### config.mk
export PLATFORM = sky130hd
export DESIGN_NAME = fetch_stage
export DESIGN_NICKNAME = d
export VERILOG_FILES = /design/src/rtl/fetch_stage.sv
export SDC_FILE = /design/constraint.sdc
export NUM_CORES = 1
export LEC_CHECK = 0
export CORE_ASPECT_RATIO = 1.25
export CORE_MARGIN = 5
export CORE_UTILIZATION = 35
export DETAILED_ROUTE_END_ITERATION = 10
export GPL_ROUTABILITY_DRIVEN = 0
export PLACE_DENSITY = 0.72
export SETUP_SLACK_MARGIN = 0.1
export SYNTH_ARGS = -nofsm -noshare
export SYNTH_HDL_FRONTEND = slang
export SYNTH_SLANG_ARGS = --single-unit
### constraint.sdc
create_clock -name clk -period 2.5 [get_ports clk]
set_input_delay 0.75 -clock clk [delete_from_list [all_inputs] [get_ports clk]]
set_output_delay 0.75 -clock clk [all_outputs]
set_load 0.03 [all_outputs]
### src/rtl/fetch_stage.sv
// Instruction fetch stage with PC, single-outstanding imem requester and IF/ID pipeline register.
// Latency: IF/ID loads one edge after imemDone; a zero-latency memory sustains one instruction per cycle.
// Backpressure: stall freezes IF/ID; a response arriving under stall parks in a one-entry buffer (HOLD).
module fetch_stage #(
  parameter logic [15:0] RESET_PC  = 16'h0000,
  parameter logic [15:0] NOP_INSTR = 16'h0800,
  parameter logic [4:0]  HALT_OP   = 5'b00000
) (
  input  logic        clk,
  input  logic        rst,
  input  logic        stall,
  input  logic        redirect,
  input  logic [15:0] redirectPc,
  output logic        imemEn,
  output logic [15:0] imemAddr,
  input  logic [15:0] imemData,
  input  logic        imemDone,
  input  logic        imemErr,
  output logic [15:0] instrOut,
  output logic [15:0] nextPcOut,
  output logic        validOut,
  output logic        halted,
  output logic        err
);

  typedef enum logic [2:0] {
    FETCH = 3'd0,
    WAIT  = 3'd1,
    HOLD  = 3'd2,
    DRAIN = 3'd3,
    HALT  = 3'd4
  } stateT;

  typedef struct packed {
    logic [15:0] instr;
    logic [15:0] nextPc;
    logic        valid;
  } ifIdT;

  stateT       state, stateNxt;
  logic [15:0] pc, pcNxt;
  logic [15:0] bufInstr, bufInstrNxt;
  logic        bufFull, bufFullNxt;
  ifIdT        ifId, ifIdNxt;
  logic        errQ, errNxt;

  logic        reqActive;
  logic        respAvail;
  logic        accept;
  logic [15:0] respInstr;
  logic [15:0] pcPlus2;
  ifIdT        bubble;

  // A request is presented to memory only in FETCH/WAIT; the address is always the PC.
  assign reqActive = (state == FETCH) || (state == WAIT);
  assign imemEn    = reqActive;
  assign imemAddr  = pc;
  assign pcPlus2   = pc + 16'd2;

  // Response source: live memory word in FETCH/WAIT, parked word in HOLD.
  assign respAvail = (reqActive && imemDone) || ((state == HOLD) && bufFull);
  assign respInstr = (state == HOLD) ? bufInstr : imemData;
  assign accept    = respAvail && !stall && !redirect;

  // Bubble keeps the previous nextPc so only instr/valid change.
  always_comb begin
    bubble        = ifId;
    bubble.instr  = NOP_INSTR;
    bubble.valid  = 1'b0;
  end

  // Next-state, PC, buffer, IF/ID and sticky error; redirect overrides everything else.
  always_comb begin
    stateNxt    = state;
    pcNxt       = pc;
    bufInstrNxt = bufInstr;
    bufFullNxt  = bufFull;
    ifIdNxt     = ifId;
    errNxt      = errQ
                | (reqActive && pc[0])
                | (reqActive && imemDone && imemErr && !redirect);

    if (redirect) begin
      pcNxt      = redirectPc;
      bufFullNxt = 1'b0;
      ifIdNxt    = bubble;
      // A request still in flight after this cycle must be drained before reissuing.
      stateNxt   = ((reqActive || (state == DRAIN)) && !imemDone) ? DRAIN : FETCH;
    end else if (accept) begin
      ifIdNxt.instr  = respInstr;
      ifIdNxt.nextPc = pcPlus2;
      ifIdNxt.valid  = 1'b1;
      pcNxt          = pcPlus2;
      bufFullNxt     = 1'b0;
      stateNxt       = (respInstr[15:11] == HALT_OP) ? HALT : FETCH;
    end else begin
      case (state)
        FETCH, WAIT: begin
          if (imemDone) begin
            // Decode is stalled: park the word so the address is never re-read.
            bufInstrNxt = imemData;
            bufFullNxt  = 1'b1;
            stateNxt    = HOLD;
          end else begin
            stateNxt = WAIT;
            if (!stall) ifIdNxt = bubble;
          end
        end
        HOLD: begin
          stateNxt = HOLD;
        end
        DRAIN: begin
          if (imemDone) stateNxt = FETCH;
          if (!stall) ifIdNxt = bubble;
        end
        HALT: begin
          if (!stall) ifIdNxt = bubble;
        end
        default: begin
          stateNxt = FETCH;
        end
      endcase
    end
  end

  // State and datapath registers; reset wins over every other input.
  always_ff @(posedge clk) begin
    if (rst) begin
      state        <= FETCH;
      pc           <= RESET_PC;
      bufInstr     <= NOP_INSTR;
      bufFull      <= 1'b0;
      ifId.instr   <= NOP_INSTR;
      ifId.nextPc  <= 16'h0000;
      ifId.valid   <= 1'b0;
      errQ         <= 1'b0;
    end else begin
      state        <= stateNxt;
      pc           <= pcNxt;
      bufInstr     <= bufInstrNxt;
      bufFull      <= bufFullNxt;
      ifId         <= ifIdNxt;
      errQ         <= errNxt;
    end
  end

  assign instrOut  = ifId.instr;
  assign nextPcOut = ifId.nextPc;
  assign validOut  = ifId.valid;
  assign halted    = (state == HALT);
  assign err       = errQ;

endmodule

==> results.toml <==
[cells_and_area]
drive_gt1_frac = 0.1247
multi_input_area_um2 = 1752
final_util = 0.4982
antennaDiodeCount = 0
regArea_um2 = 1401
num-nets-final = 523
synthToLayoutAreaGrowth_pct = 41.37
fillerInstances = 899
final_area_um2 = 4737
fin_cells = 615

[timing]
fin_crit_sh = 0.9344
maxSlewViolCount = 0
fmax_mhz = 428.1
hold_viol_final = 0
fin_ws_ns = 0.1640
maxSlewHeadroom = 0.6097
worst_slew_pin_slew_ns = 0.5801
setup_viol = 0
hold_slack_ns = 0.4630
skew_ns = 0.004362
fin_crit_ns = 2.336
rsz0062_at_grt = "no"

[cts]
htreeDepth = 3
clk_pin_slew_ns = 0.05
numCtsBuffers = 9
cts_tree = "done"
postCtsHoldBufs = 0
cts_resized = 2
ctsRootBufferMaster = "clkbuf_16"
clockBufferDepth = 2
cts_setup_buffers = 0
insertion_delay_ns = 0.33
cts_sinks = 70

[routing]
drtIter0Drc = 127
wl_um = 9324
firstDrtPassIters = 4
ant_nets = 0
drc_errors = 0
vias = 3284
vias_per_cell = 5.340
wl_per_cell_um = 15.16

[power_and_ir_drop]
ir_drop_uv = 413.4
switching_share = 0.2689
netSwitchingPower_uw = 796.4
intPower_mw = 2.165
p_per_area_nw_per_um2 = 625.1
seqPwrFrac = 0.414
clockPowerShare = 0.409
p_leak_nw = 1.620
pwr-share-comb = 0.177

[synth]
synth_nets = 436
synth.distinct_cells = 45
syn_avg_cell_area_um2 = 8.440
yosys_warnings = 0
synth_area_um2 = 3351
ys_ff_latch = 70
syn_inst = 397
seq_area_frac_synth = 0.4182

[place]
placedCellCount = 599
port_buffers = 89
post_dp_cell_area_um2 = 4452
post-place-ws_ns = -0.02215
dp.final_hpwl_um = 6744

[global_route]
grt_antenna_before_repair = 0
grt_usage = 0.1613
grt-ovfl-total = 0
grt_pass1_wl_um = 15400
grt_pass1_vias = 3235
grt_max_degree = 34

[setup_path]
r2r_slack_ns = 0.47
cp.buffers_inverters = 1
critPathSlowestCell = "clkdlybuf4s50_1"
worst_setup_path_end_kind = "primary output"
path_cells = "clkdlybuf4s50_1"
crit_arrival_ns = 1.59
crit_path_max_incr_delay_ns = 0.74
critPathTopFamily = "buffers and inverters"
crit_required_ns = 1.75
path_class = "register to primary output"
setup.worst_path.start_class = "register"
path_max_fanout = 9

[job]
cap_viol_max_count = 0

[die]
die-height_um = 119.4
row_count = 40
dieArea_um2 = 11640
die_w_um = 97.52
core_area_um2 = 9509
start_util = 0.3524
ios = 90

[worst_hold_path]
hp-class = "register to register"

[status]
status = "finished, final reports clean"
## sequential cells by signal, summed over array words and instances, names as in the netlist
signal	count
bufInstr	16
imemAddr	16
instrOut	16
nextPcOut	16
state	3
bufFull	1
err	1
validOut	1
## layout make-up
cell class / instances / share of cell area
sequential: 70 / 0.2958
inverter: 12 / 0.009509
timing repair buffer: 112 / 0.2309
clock inverter: 3 / 0.003698
tap: 126 / 0.03328
multi-input combinational: 279 / 0.3698
clock buffer: 13 / 0.05705
## routing by layer
| metal | track usage | vias to the layer above | wire, um |
|---|---|---|---|
| li1 | - | 1632 | - |
| met1 | 0.1831 | 1533 | 3846 |
| met2 | 0.2826 | 103 | 4646 |
| met3 | 0.05097 | 16 | 695 |
| met4 | 0.05801 | 0 | 136 |
| met5 | 0 | - | 0 |
## power by group through the flow
stage | Clock [mW] | Combinational [mW] | Sequential, mW
after CTS | 1.24 | 0.528 | 1.23
after floorplan | 0 | 0.234 | 1.31
after global placement | 0 | 0.520 | 1.25
after global routing | 1.28 | 0.566 | 1.24
after detailed placement | 0 | 0.527 | 1.25
final | 1.21 | 0.523 | 1.23
## cells by family (layout without fill, tap and decap cells)
group	after synthesis	in the layout	synth area share
compound gates	140	140	0.2524
simple gates	103	103	0.1598
flops	70	70	0.4182
buf+inv	48	140	0.06161
mux	18	18	0.05975
xor+xnor	17	17	0.04444
fa+ha+maj	1	1	0.003734
## worst register-to-register path: cells and delay by family, from the launching register on
kind | cells | cell delay [ns]
AO/OA/AOI/OAI | 2 | 0.49
AND/OR/NAND/NOR | 2 | 0.62
adder cells (fa/ha/maj) | 1 | 0.32
flip-flops | 1 | 0.48
## cells in the final DEF (no fill, tap or decap), types with 3 or more instances in the layout
cell / netlist / layout
clkbuf_16: 0 / 9
a211oi_1: 24 / 24
clkdlybuf4s50_1: 0 / 86
buf_4: 0 / 20
nand3_1: 20 / 20
nor4_1: 5 / 5
clkbuf_8: 0 / 3
nand4_1: 6 / 6
buf_12: 0 / 3
and4_1: 6 / 6
a2111oi_0: 5 / 5
mux2_2: 16 / 16
xor2_1: 5 / 5
nand2_1: 10 / 10
dfxtp_1: 70 / 70
or3_1: 4 / 4
nand2b_1: 3 / 3
a21oi_1: 38 / 38
a311oi_1: 5 / 5
nor2_1: 31 / 31
nor3_1: 6 / 6
inv_1: 11 / 11
o21ai_0: 54 / 54
xnor2_1: 12 / 12
## cells in the mapped netlist (all sizes together)
master / count / area share
nand3b: 2 / 0.0045
o21ai: 54 / 0.081
o31ai: 1 / 0.0022
xor2: 5 / 0.013
o21bai: 1 / 0.0022
clkbuf: 23 / 0.026
nor2b: 1 / 0.0019
mux2: 16 / 0.054
ha: 1 / 0.0037
nand2: 10 / 0.011
clkinv: 1 / 0.0011
and3: 2 / 0.0037
or2: 2 / 0.0037
a311oi: 5 / 0.013
o31a: 2 / 0.0052
a2111oi: 6 / 0.018
a32oi: 1 / 0.0026
a21o: 2 / 0.0045
nor2: 31 / 0.035
a211oi: 24 / 0.054
a21boi: 1 / 0.0022
mux2i: 2 / 0.0060
nor3: 6 / 0.0090
nand4: 7 / 0.015
a21oi: 39 / 0.059
nor3b: 2 / 0.0045
a221oi: 1 / 0.0026
xnor2: 12 / 0.031
and4: 6 / 0.016
nand2b: 3 / 0.0056
or3: 4 / 0.0075
nor4: 5 / 0.0093
inv: 11 / 0.012
dfxtp: 70 / 0.42
nand3: 20 / 0.030
a211o: 1 / 0.0026
and2: 2 / 0.0037
buf: 13 / 0.022
a31oi: 2 / 0.0037
## path summary, 6_finish.rpt
path | from | end | depth (start not counted)
min | nextPcOut[0] | nextPcOut[0] | 2
max | imemAddr[3] | imemAddr[3] | 1
max reg2reg | imemAddr[1] | imemAddr[11] | 5
min reg2reg | nextPcOut[0] | nextPcOut[0] | 2
## stage by stage
step | setup TNS, ns | power, mW
after global routing | 0 | 3.083
after detailed placement | -0.02215 | 1.776
after global placement | 0 | 1.767
final | 0 | 2.961
after CTS | 0 | 2.992
after floorplan | 0 | 1.544
No activity file was read; power rests on OpenSTA's default activity.
